### config.mk
export PLATFORM = sky130hd
export DESIGN_NAME = if_id_queue
export DESIGN_NICKNAME = d
export VERILOG_FILES = /design/src/rtl/if_id_queue.sv
export SDC_FILE = /design/constraint.sdc
export NUM_CORES = 1
export LEC_CHECK = 0
export ABC_AREA = 0
export CAP_MARGIN = 20
export CORE_AREA = 4 4 171 173
export CTS_CLUSTER_DIAMETER = 60
export DETAILED_ROUTE_END_ITERATION = 8
export DIE_AREA = 0 0 175 177
export HOLD_SLACK_MARGIN = 0.1
export PLACE_DENSITY = 0.86
export SETUP_SLACK_MARGIN = 0.02
export SLEW_MARGIN = 20
export SYNTH_ARGS = -nofsm -noshare
export SYNTH_HDL_FRONTEND = slang
export SYNTH_SLANG_ARGS = --single-unit
### constraint.sdc
create_clock -name clk -period 15.9 [get_ports clk]
set_input_delay 4.77 -clock clk [delete_from_list [all_inputs] [get_ports clk]]
set_output_delay 4.77 -clock clk [all_outputs]
set_load 0.01 [all_outputs]
### src/rtl/if_id_queue.sv
// IF/ID decoupling queue: circular buffer of fetched {instr, pc, pc+4} entries (optional macro IF_ID_QUEUE_BYPASS_EN).
// Latency: push-to-head 1 cycle into an empty queue; 0 cycles with IF_ID_QUEUE_BYPASS_EN defined.
// Backpressure: in_ready drops only when full; stall_id holds the head, bubble_id flushes everything.
module if_id_queue #(
    parameter int               WIDTH      = 32,
    parameter int               DEPTH      = 4,
    parameter logic [WIDTH-1:0] NOP_VAL    = 32'h0000_0013,
    parameter logic [WIDTH-1:0] PC_RST_VAL = 32'h0000_0000
) (
    input  logic                         clk,
    input  logic                         rst,
    input  logic                         in_valid,
    output logic                         in_ready,
    input  logic [WIDTH-1:0]             instr_if,
    input  logic [WIDTH-1:0]             pc_if,
    input  logic [WIDTH-1:0]             pc_plus4_if,
    input  logic                         stall_id,
    input  logic                         bubble_id,
    output logic [WIDTH-1:0]             instr_id,
    output logic [WIDTH-1:0]             pc_id,
    output logic [WIDTH-1:0]             pc_plus4_id,
    output logic                         valid_id,
    output logic [$clog2(DEPTH+1)-1:0]   count
);

    localparam int PW = $clog2(DEPTH);
    localparam int CW = $clog2(DEPTH + 1);
    localparam logic [CW-1:0] FULL_CNT = CW'(DEPTH);

    typedef struct packed {
        logic [WIDTH-1:0] instr;
        logic [WIDTH-1:0] pc;
        logic [WIDTH-1:0] pc_plus4;
    } entry_t;

    // Entry storage carries no reset; only pointers and occupancy define validity.
    entry_t          mem_q [DEPTH];
    logic [PW-1:0]   rd_ptr_q, rd_ptr_d;
    logic [PW-1:0]   wr_ptr_q, wr_ptr_d;
    logic [CW-1:0]   count_q,  count_d;

    entry_t          head;
    entry_t          in_ent;
    logic            empty;
    logic            byp_take;
    logic            push;
    logic            pop;

    assign empty    = (count_q == '0);
    assign in_ready = (count_q != FULL_CNT);
    assign count    = count_q;
    assign head     = mem_q[rd_ptr_q];
    assign in_ent   = '{instr: instr_if, pc: pc_if, pc_plus4: pc_plus4_if};

    // Head presentation: stored entry when occupied, otherwise idle value or bypassed fetch.
    always_comb begin
        instr_id    = head.instr;
        pc_id       = head.pc;
        pc_plus4_id = head.pc_plus4;
        valid_id    = 1'b1;
        byp_take    = 1'b0;
        if (empty) begin
`ifdef IF_ID_QUEUE_BYPASS_EN
            instr_id    = instr_if;
            pc_id       = pc_if;
            pc_plus4_id = pc_plus4_if;
            valid_id    = in_valid;
            // ID consumes the fetched entry directly, so it must not also be stored.
            byp_take    = in_valid && !stall_id && !bubble_id;
`else
            instr_id    = NOP_VAL;
            pc_id       = PC_RST_VAL;
            pc_plus4_id = PC_RST_VAL;
            valid_id    = 1'b0;
`endif
        end
    end

    // Push/pop decisions and next pointer/occupancy state; flush wins over everything.
    always_comb begin
        push     = in_valid && in_ready && !bubble_id && !byp_take;
        pop      = !empty && !stall_id && !bubble_id;
        rd_ptr_d = rd_ptr_q;
        wr_ptr_d = wr_ptr_q;
        count_d  = count_q;
        if (bubble_id) begin
            rd_ptr_d = '0;
            wr_ptr_d = '0;
            count_d  = '0;
        end else begin
            if (push) begin
                wr_ptr_d = wr_ptr_q + PW'(1);
            end
            if (pop) begin
                rd_ptr_d = rd_ptr_q + PW'(1);
            end
            case ({push, pop})
                2'b10:   count_d = count_q + CW'(1);
                2'b01:   count_d = count_q - CW'(1);
                default: count_d = count_q;
            endcase
        end
    end

    // Pointer and occupancy registers with synchronous reset.
    always_ff @(posedge clk) begin
        if (rst) begin
            rd_ptr_q <= '0;
            wr_ptr_q <= '0;
            count_q  <= '0;
        end else begin
            rd_ptr_q <= rd_ptr_d;
            wr_ptr_q <= wr_ptr_d;
            count_q  <= count_d;
        end
    end

    // Entry write at the write pointer; suppressed during reset so no partial push lands.
    always_ff @(posedge clk) begin
        if (push && !rst) begin
            mem_q[wr_ptr_q] <= in_ent;
        end
    end

endmodule

Word-level counts from Yosys, hierarchy flattened
Memory sizes are Yosys's and may differ from the RTL's. A register that Yosys moved wholly into a read port is not among the register bits. Index checks and enable logic that the tools add are counted.

Register bits after elaboration: 7. Bits in writable memories: 384. Input port bits: 101. Memories kept: 1.

$add $sub $neg: 4. Equal/unequal tests: 3. Muxes and demuxes: 9. Reduce and logical (&&, ||, !) cells: 12.

Memories: mem_q (words 4, bits a word 96, read ports 1, clocked after Yosys merged registers in 1, wr ports 1, line 37) `entry_t mem_q [DEPTH];`.

Operators by type and width (number): 32-bit 2-to-1 mux (3); 3-bit case mux with 2 select lines (1); 1-bit logical AND (5); 2-bit by 1-bit adder with 2-bit output (second input constant) (2); 1-bit logical NOT (4); 2-bit 2-to-1 mux (2); 3-bit by 1-bit adder with 3-bit output (second input constant) (1); 3-bit logical NOT (1); 1-bit 2-to-1 mux (3); 3-bit inequality test (second input constant) (1); 3-bit by 1-bit subtractor with 3-bit output (second input constant) (1); 2-bit by 1-bit == test with 1-bit output (second input constant) (1); 2-bit == test (second input constant) (1); 2-bit nonzero test (1); 2-bit OR reduction (1).

Depth between registers and ports, before layout
Gate-level depths: netlist of run 1.

Depth after elaboration: 6. Depth in mapped cells: 8.

Worst setup path after synthesis of run 1
Ideal clock, no wire load.

Path kind: input to register. From: input bubble_id. To: memory mem_q[0][0] (netlist bit) (enable). Setup time: 688 ps. Data arrival time: 12099 ps. Required time: 15212 ps. Slack: 3113 ps. Stages on the path: 2. Path buffers: 0. Cell sequence: nand3b_2 -> nor3b_1.

Word-level cells in the longest chain between the ends: 5.

RTL lines: from (decl) (line 18) `input logic bubble_id,`; 1-bit logical NOT (line 81) `push = in_valid && in_ready && !bubble_id && !byp_take;`; 1-bit logical AND (line 81); 1-bit logical AND (line 120) `if (push && !rst) begin`; 1-bit 2-to-1 mux (line 120); 1-bit 2-to-1 mux (not written as such) (line 121) `mem_q[wr_ptr_q] <= in_ent;`; to (decl) (line 37).

Every way passes these cells.

==> results by group, run 1 <==
CTS
  – Clk Latency, worst-skew pair: about 0.52 ns
  – Total clock sinks: approximately 390
  – H-tree depth: 2
  – CTS clk-pin slew, worst paths: approximately 0.05 ns
  – # resized after CTS: 0
  – Clock Path Buffers: 3
  – Postcts setup bufs: 0
  – CTS Hold Bufs: 0
  – CTS tree: built
  – CTS Root Cell: clkbuf_16
  – Cts bufs inserted: 41

Die
  – Die ar.: approximately 31,000 sq um
  – Starting Density: 0.5420
  – Die width: between 150 and 200 microns
  – FP Rows: between 60 and 70
  – Core area: roughly 28,000 sq um
  – IO Pins: roughly 200
  – Die Height: around 180 microns

Setup path
  – CP max FO: between 50 and 60
  – Worst Path Arrival: about 3.3 ns
  – Setup CP Type: register to primary output
  – Setup crit end kind: primary output
  – Startpoint types: register
  – R2R cell count: 5
  – WP data required: ~11 ns

Worst hold path
  – Cell depth of the worst hold path: 2
  – Worst Hold Class: register to register

STA
  – Clk_skew: 0.01738 ns
  – Max-slew violations: 0
  – Fmax: around 0.12 GHz
  – Setup TNS: 0 ns
  – Endpoints failing hold: 0
  – RSZ-0062 raised after global routing: no
  – Slew Limit Headroom: 0.4143
  – Worst-Margin Slew: approximately 0.88 ns
  – Min Tclk post-route: between 8 and 9 ns
  – Tcrit/Tclk final: 0.5057
  – Final hold slack: between 0.4 and 0.5 ns
  – Finish-stage setup viols: 0

Place
  – Detailed Place HPWL: 17,120 microns
  – Port Buf Inserts: between 200 and 250
  – Placer Congestion: ~0.70

Drt
  – Initial DRC Count: 543
  – Wire length per cell: about 22 microns
  – Antenna Violating Nets Remaining: 0
  – TritonRoute pass-1 iters: 5
  – DR vias: ~7,000
  – Via-to-Cell Ratio: between 5 and 6
  – Routed WL: 28,070 microns
  – Residual DRC: 0

Global routing
  – Grt ovf: 0
  – Pin count of the biggest net entering global routing: between 50 and 60
  – Initial antenna violation count: 1
  – Vias in the first global route: 7,546
  – GR Util All Layers: 0.1836
  – First-pass GRT wire length: ~44,000 microns

Logic synthesis
  – Top cell type's share of synthesized area: 0.7701
  – Syn Area/Cell: between 20 and 25 sq um
  – Main combinational cell family by area after synthesis: multiplexers
  – Ys Warns: 0
  – FF+latch count, synth: roughly 390
  – Area leader, netlist: edfxtp_1
  – Synth unique cells: 26
  – Post-synthesis adder-cell area fraction: 0.005515
  – Multiplexer share of the synthesized area: 0.1457
  – Area fraction in compound gates after synthesis: 0.002674
  – Cell area after synthesis: about 15,000 sq um
  – Mapped Nets: between 700 and 800
  – Post-Synth Simple-Gate Area: 0.04855
  – Synth Instances: 663
  – Register area share after synthesis: 0.7821
  – XOR/XNOR Fraction of Synth Area: 0.001170
  – Area contributors post-synth: edfxtp_1 (77%), mux4_2 (14%), and2_1 (3.9%)

Pwr
  – Leak: roughly 6 nW
  – Peak VDD IR: about 0.10 mV
  – Power Dens Cells: 114.4 nW/um^2

Layout
  – Commonest non-fill, non-tap cells in the layout: edfxtp_1 (384), clkdlybuf4s50_1 (201), mux4_2 (96)
  – P&R area growth vs syn: 25.02%
  – Commonest non-fill, non-tap cell in the layout: edfxtp_1
  – Layout cells sized above 1: 0.1950
  – Final net count: between 900 and 1,000

Outcome
  – Outcome: completed

Job
  – Max cap viols: 0
-- flip-flops by register name (all words and copies together), names as in the netlist, named ones only --
name and count:
rd_ptr_q 2, wr_ptr_q 2, count 3, mem_q 384
-- cell usage after synthesis, drive strengths merged --
cell type and instances:
edfxtp 384, mux4 96, and2 93, buf 17
clkbuf 16, dfxtp 9, inv 6, a21oi 5
ha 5, nand2 4, nor2 4, nor3b 4
or2 4, o21ai 3, or3 3, mux2i 2
nor3 2, xor2 2, fa 1, nand2b 1
nand3b 1, or3b 1
-- per-stage QoR --
stage          cell area [sq um]  setup slack [ns]  instances    util  total power, W
4_1_cts                    18720             7.744       1301  0.6775        0.002162
3_5_place_dp               17420             8.297       1225  0.6303        0.001259
2_1_floorplan              14970             3.113        663       -        0.001203
5_1_grt                    18720             7.647       1302  0.6776        0.002216
6_report                   18720             7.860       1302  0.6776        0.002141
3_3_place_gp               17420             8.288       1225  0.6303        0.001256
-- worst paths after layout --
| path | slack [ns] | startpoint | end |
|---|---|---|---|
| setup / recovery | 7.86 | register | instr_id[4] |
| hold / removal | 0.49 | rd_ptr_q[1] | register |
| setup reg to reg | 13.18 | count[1] | mem_q[0][60] |
| hold reg to reg | 0.49 | rd_ptr_q[1] | register |
-- area by class of cell --
class	instances	area, sq um
tap	378	473.0
clock buffer	52	1130
fill	1751	8909
sequential	393	11720
inverter	6	22.52
timing repair buffer	217	2132
clock inverter	24	172.7
antenna	1	2.502
multi-input combinational	231	3069
-- power by group --
part	total, W	internal, W	switching, W
Combinational	0.0000874	0.0000494	0.0000380
Sequential	0.00115	0.00115	0.00000263
Clock	0.000904	0.000537	0.000368
-- cells by family (layout without fill, tap and decap cells) --
kind of cell | count (synthesis) | after routing
other | 0 | 1
XOR/XNOR | 2 | 2
adder cells (fa/ha/maj) | 6 | 6
buffers and inverters | 39 | 299
flip-flops | 393 | 393
AO/OA/AOI/OAI | 8 | 8
multiplexers | 98 | 98
AND/OR/NAND/NOR | 117 | 117
-- worst max-delay path, stage by stage (launching register included) --
cell	delay (ns)
dfxtp_4	0.88
buf_4	0.66
mux4_2	0.43
or2_1	0.27
clkdlybuf4s50_1	0.49
-- routing by layer --
layer	wire length, microns	vias to the layer above	part of all wire	track usage
li1	-	3168	-	-
met1	11580	3649	0.41	0.2493
met2	14000	231	0.50	0.3050
met3	1880	39	0.067	0.04422
met4	615	0	0.022	0.04910
met5	0	-	0	0
Power figures use the tool's default switching activity.
==> inputs of run 2 (changes only) <==
==> constraint.sdc (replaced) <==
create_clock -name clk -period 8.4 [get_ports clk]
set_input_delay 2.52 -clock clk [delete_from_list [all_inputs] [get_ports clk]]
set_output_delay 2.52 -clock clk [all_outputs]
set_load 0.01 [all_outputs]
==> results by group, run 2 (synthesis gave the netlist of run 1 again) <==
Pwr
  – Peak VDD IR: 0.1750 mV (+73%)
  – Power Dens Cells: 216.1 nW/um^2 (+89%)
  – Leak: 5.854 nW (-0.39%)
  – Net Switching: 0.0007707 W (+89%)
  – Pint: 0.003264 W (+88%)
  – Sequential share of power: 0.539 (+0.002)
  – Switching share of power: 0.1910 (+0.0001981)
  – Clk pwr share: 0.419 (-0.003)
  – Logic pwr share: 0.041 (about the same)
  – Pwr Total: 0.004035 W (+88%)

Setup path
  – RR Endpoint: mem_q[0][8]
  – RR Startpoint: count[0]
  – R2R setup slack: 5.61 ns (-7.57 ns)
  – Startpoint types: register
  – Setup crit end kind: primary output
  – CP max FO: 56 (+3.7%)
  – Setup CP Type: register to primary output
  – WP data required: 5.88 ns (-5.25 ns)
  – R2R cell count: 5 (unchanged)
  – Worst Path Arrival: 3.27 ns (about the same)

Outcome
  – Outcome: completed

Die
  – Starting Density: 0.5420 (unchanged)
  – Die Height: 177 microns (unchanged)
  – Die ar.: 30,980 sq um (unchanged)
  – FP Rows: 61 (unchanged)
  – IO Pins: 202 (unchanged)
  – Core area: 27,630 sq um (unchanged)
  – Die width: 175 microns (unchanged)

CTS
  – Clock Path Buffers: 3 (unchanged)
  – H-tree depth: 2 (unchanged)
  – Clk Latency, worst-skew pair: 0.52 ns (about the same)
  – Total clock sinks: 393 (unchanged)
  – Cts bufs inserted: 39 (-4.9%)
  – CTS Hold Bufs: 0 (unchanged)
  – CTS Root Cell: clkbuf_16
  – Postcts setup bufs: 0 (unchanged)
  – CTS tree: built
  – CTS clk-pin slew, worst paths: 0.06 ns (about the same)
  – # resized after CTS: 0 (unchanged)

Drt
  – TritonRoute pass-1 iters: 5 (unchanged)
  – Routed WL: 29,220 microns (+4.1%)
  – Initial DRC Count: 657 (+21%)
  – Via-to-Cell Ratio: 5.471 (+0.52%)
  – Antenna Violating Nets Remaining: 0 (unchanged)
  – Residual DRC: 0 (unchanged)
  – Wire length per cell: 22.58 microns (+4.7%)
  – DR vias: 7,080 (-0.099%)

Layout
  – Largest Register: mem_q
  – Largest register FFs: 384 (unchanged)
  – N_diodes: 0 (-1)
  – Layout cells sized above 1: 0.1965 (+0.001490)
  – Final cell count without fillers: 1,294 (-0.61%)
  – Commonest non-fill, non-tap cells in the layout: edfxtp_1 (384), clkdlybuf4s50_1 (201), mux4_2 (96)
  – Fin area: 18,680 sq um (-0.24%)
  – P&R area growth vs syn: 24.72%
  – Final net count: 994 (-0.30%)
  – Commonest non-fill, non-tap cell in the layout: edfxtp_1
  – Finished Core Util: 0.6759 (-0.001630)

Global routing
  – Initial antenna violation count: 1 (unchanged)
  – First-pass GRT wire length: 45,070 microns (+3.5%)
  – Pin count of the biggest net entering global routing: 60 (+9.1%)
  – Vias in the first global route: 7,725 (+2.4%)
  – GR Util All Layers: 0.1910 (+0.007388)
  – Grt ovf: 0 (unchanged)

Place
  – Placer Congestion: 0.7045 (+0.93%)
  – Placed Cells incl. Taps: 1,224 (-0.082%)
  – Detailed Place HPWL: 17,500 microns (+2.2%)
  – Placed Area: 17,420 sq um (about the same)
  – Port Buf Inserts: 201 (unchanged)

STA
  – Endpoints failing hold: 0 (unchanged)
  – Tcrit/Tclk final: 0.6888
  – Final hold slack: 0.4891 ns (+0.0009070 ns)
  – RSZ-0062 raised after global routing: no
  – Max-slew violations: 0 (unchanged)
  – Fmax: 0.1728 GHz
  – Clk_skew: 0.01414 ns (-0.003248 ns)
  – Worst-Margin Slew: 0.8862 ns (+0.007698 ns)
  – Slew Limit Headroom: 0.4092 (-0.005132)
  – Min Tclk post-route: approximately 5.8 ns
  – Finish-stage setup viols: 0 (unchanged)

Worst hold path
  – Cell depth of the worst hold path: 2 (unchanged)
  – Worst Hold Class: register to register
  – Min-delay src: rd_ptr_q[1]

Job
  – Max cap viols: 0 (unchanged)
-- run 2: cell types whose count changed in the layout (fill, tap and decap cells not counted), sizes merged --
cell    previous run  this run
clkbuf            52        49
diode              1         0
bufinv             2         4
buf               16        15
clkinv            18        12
inv                9        10
-- run 2: how the worst max path moves through the flow --
stage,start,cells after the start,to,slack [ns]
floorplan,bubble_id,2,mem_q[0][0],-2.14
CTS,register,4,instr_id[4],2.48
detailed placement,bubble_id,5,mem_q[0][62],3.02
global placement,bubble_id,5,mem_q[0][60],3.03
finish,register,4,instr_id[4],2.61
global route,register,4,pc_id[23],2.34
-- run 2: stage by stage --
| step | setup TNS, ns | worst slack (ns) |
|---|---|---|
| 3_5_place_dp | 0 | 3.018 |
| 5_1_grt | 0 | 2.339 |
| 3_3_place_gp | 0 | 3.027 |
| 4_1_cts | 0 | 2.479 |
| 2_1_floorplan | -818.59 | -2.137 |
| 6_report | 0 | 2.614 |
-- run 2: final cells by class --
cell class	count	area, sq um
Inverter	6	22.52
Multi-Input combinational cell	231	3069
Sequential cell	393	11720
Timing Repair Buffer	216	2137
Clock buffer	49	1033
Fill cell	1793	8954
Tap cell	378	473.0
Clock inverter	21	221.5
-- run 2: routing by layer --
metal / up-vias / wire length, microns / track usage / part of all wire
met5: - / 13 / 0 / 0.00044
met2: 209 / 14930 / 0.3285 / 0.51
met4: 2 / 712 / 0.05008 / 0.024
met3: 48 / 1940 / 0.05042 / 0.066
met1: 3667 / 11620 / 0.2459 / 0.40
li1: 3154 / - / - / -
-- run 2: power by group through the flow --
stage	registers, W	clock network [W]	logic (W)
6_report	0.00218	0.00169	0.000166
3_5_place_dp	0.00222	0	0.000167
4_1_cts	0.00218	0.00173	0.000168
5_1_grt	0.00218	0.00183	0.000178
3_3_place_gp	0.00222	0	0.000162
2_1_floorplan	0.00222	0	0.0000571
-- run 2: worst max-delay path: stages, from the launching register on --
cell             delay [ns]
dfxtp_4                0.91
buf_12                 0.49
mux4_2                 0.56
or2_1                  0.23
clkdlybuf4s50_1        0.48
==> inputs of run 3 (changes only) <==
==> constraint.sdc (replaced) <==
create_clock -name clk -period 5.8 [get_ports clk]
set_input_delay 1.74 -clock clk [delete_from_list [all_inputs] [get_ports clk]]
set_output_delay 1.74 -clock clk [all_outputs]
set_load 0.01 [all_outputs]
==> results by group, run 3 (synthesis gave the netlist of run 1 again) <==
Place
  – Pre-CTS setup slack: 1.643 ns (-1.375 ns)
  – Port Buf Inserts: 201 (unchanged)
  – Placer Congestion: 0.7010 (-0.50%)
  – Placed Area: 17,470 sq um (+0.27%)
  – Detailed Place HPWL: 16,770 microns (-4.1%)

Worst hold path
  – Min-delay src: rd_ptr_q[1]
  – Cell depth of the worst hold path: 2 (unchanged)
  – Worst Hold Class: register to register

Setup path
  – Setup crit end kind: primary output
  – Critical-path cell list: buf_12 > mux4_2 > or2_1 > clkdlybuf4s50_1
  – RR Startpoint: count[2]
  – CP max FO: 47 (-16%)
  – Slowest cell on crit path: dfxtp_4
  – Worst Path Arrival: 2.88 ns (-0.39 ns)
  – R2R cell count: 8 (+3)
  – R2R setup slack: 3.15 ns (-2.46 ns)
  – WP data required: 4.06 ns (-1.82 ns)
  – RR Endpoint: count[2]
  – CP max stage delay: 0.65 ns (-0.26 ns)
  – Delay-heaviest family, CP: buffers and inverters
  – Startpoint types: register
  – Bufs and invs on worst path: 2 (unchanged)
  – Setup CP Type: register to primary output

Outcome
  – Outcome: completed

CTS
  – Postcts setup bufs: 0 (unchanged)
  – CTS tree: built
  – CTS Root Cell: clkbuf_16
  – Cts bufs inserted: 39 (unchanged)
  – CTS clk-pin slew, worst paths: 0.06 ns (about the same)
  – H-tree depth: 2 (unchanged)
  – Total clock sinks: 393 (unchanged)
  – # resized after CTS: 0 (unchanged)
  – Clock Path Buffers: 3 (unchanged)
  – Clk Latency, worst-skew pair: 0.51 ns (about the same)
  – CTS Hold Bufs: 0 (unchanged)

STA
  – PnR worst setup slack: 1.184 ns (-1.430 ns)
  – Clk_skew: 0.01040 ns (-0.003737 ns)
  – Slew Limit Headroom: 0.4483 (+0.03913)
  – Endpoints failing hold: 0 (unchanged)
  – Final hold slack: 0.5154 ns (+0.02631 ns)
  – Fmax: 0.2167 GHz
  – Tcrit/Tclk final: 0.7958
  – Max-slew violations: 0 (unchanged)
  – Worst-Margin Slew: 0.8275 ns (-0.05869 ns)
  – Finish-stage setup viols: 0 (unchanged)
  – RSZ-0062 raised after global routing: no
  – Min Tclk post-route: 4.616 ns

Drt
  – Via-to-Cell Ratio: 5.516 (+0.81%)
  – Antenna Violating Nets Remaining: 0 (unchanged)
  – Wire length per cell: 22.21 microns (-1.7%)
  – Initial DRC Count: 695 (+5.8%)
  – Routed wl met2: 14,940 microns (about the same)
  – DR vias: 7,132 (+0.73%)
  – DR WL met3: 2033 microns (+4.8%)
  – Routed WL: 28,710 microns (-1.7%)
  – TritonRoute pass-1 iters: 5 (unchanged)
  – Residual DRC: 0 (unchanged)
  – Top Metal Used: met5
  – Routed length on met1: 11,270 microns (-3.0%)

Die
  – Core area: 27,630 sq um (unchanged)
  – Starting Density: 0.5420 (unchanged)
  – Die Height: 177 microns (unchanged)
  – FP Rows: 61 (unchanged)
  – Die width: 175 microns (unchanged)
  – Die ar.: 30,980 sq um (unchanged)
  – IO Pins: 202 (unchanged)

Layout
  – Largest Register: mem_q
  – Largest register FFs: 384 (unchanged)
  – Commonest non-fill, non-tap cells in the layout: edfxtp_1 (384), clkdlybuf4s50_1 (201), mux4_2 (96)
  – Fin area: 18,740 sq um (+0.37%)
  – Layout cells sized above 1: 0.1989 (+0.002401)
  – N_diodes: 0 (unchanged)
  – Commonest non-fill, non-tap cell in the layout: edfxtp_1
  – Finished Core Util: 0.6784 (+0.002491)
  – P&R area growth vs syn: 25.18%
  – Final net count: 992 (-0.20%)

Pwr
  – Switching share of power: 0.1885 (-0.002546)
  – Pint: 0.004746 W (+45%)
  – Power Dens Cells: 312.0 nW/um^2 (+44%)
  – Pwr Total: 0.005848 W (+45%)
  – Leak: 5.886 nW (+0.55%)
  – Net Switching: 0.001102 W (+43%)
  – Clk pwr share: 0.420 (about the same)
  – Logic pwr share: 0.042 (about the same)
  – Sequential share of power: 0.539 (about the same)
  – Peak VDD IR: 0.2572 mV (+47%)

Global routing
  – Grt ovf: 0 (unchanged)
  – Pin count of the biggest net entering global routing: 97 (+62%)
  – Initial antenna violation count: 1 (unchanged)
  – First-pass GRT wire length: 44,400 microns (-1.5%)
  – GR Util All Layers: 0.1863 (-0.004614)
  – Vias in the first global route: 7,728 (+0.039%)

Job
  – Max cap viols: 0 (unchanged)
run 3: cell types whose count changed in the layout (fill, tap and decap cells not counted), sizes merged:
cell / previous run / this run
clkinv: 12 / 20
buf: 15 / 13
inv: 10 / 6
clkbuf: 49 / 44
clkinvlp: 1 / 3
run 3: metal layers:
metal / vias to the layer above / global-route usage
met5: - / 0
met4: 2 / 0.04190
met3: 43 / 0.04422
met2: 252 / 0.3217
met1: 3684 / 0.2457
li1: 3151 / -
run 3: cell type report:
cell class | count | area (sq um)
sequential | 393 | 11720
fill | 1782 | 8885
multi-input combinational | 231 | 3094
timing repair buffer | 214 | 2160
clock buffer | 44 | 1037
tap | 378 | 473.0
clock inverter | 27 | 239.0
inverter | 6 | 22.52
run 3: worst register-to-register path: stages (launching register included):
cell and delay (ns):
dfxtp_1 0.41, or3b_2 0.51, nand3b_2 0.33, ha_1 0.26, inv_1 0.06, fa_1 0.37, xor2_1 0.17, or3_1 0.31
a21oi_1 0.16
run 3: how the worst max path moves through the flow:
stage / start / slack, ns / endpoint / cells after the start
2_1_floorplan: bubble_id / -0.58 / mem_q[0][0] / 2
3_3_place_gp: register / 1.63 / instr_id[4] / 4
3_5_place_dp: register / 1.64 / pc_id[9] / 4
4_1_cts: register / 1.09 / pc_plus4_id[18] / 4
5_1_grt: register / 0.98 / pc_plus4_id[18] / 4
6_report: register / 1.18 / instr_id[4] / 4
run 3: metrics by stage:
stage / std cells / setup TNS, ns
after global placement: 1222 / 0
after CTS: 1293 / 0
after global routing: 1293 / 0
after floorplan: 663 / -218.94
after detailed placement: 1222 / 0
final: 1293 / 0
run 3: power groups by stage:
stage               logic (W)  registers, W  clock network [W]
detailed placement   0.000244       0.00321                  0
floorplan           0.0000832       0.00321                  0
global placement     0.000238       0.00321                  0
CTS                  0.000247       0.00315            0.00251
finish               0.000244       0.00315            0.00245
global route         0.000261       0.00315            0.00263
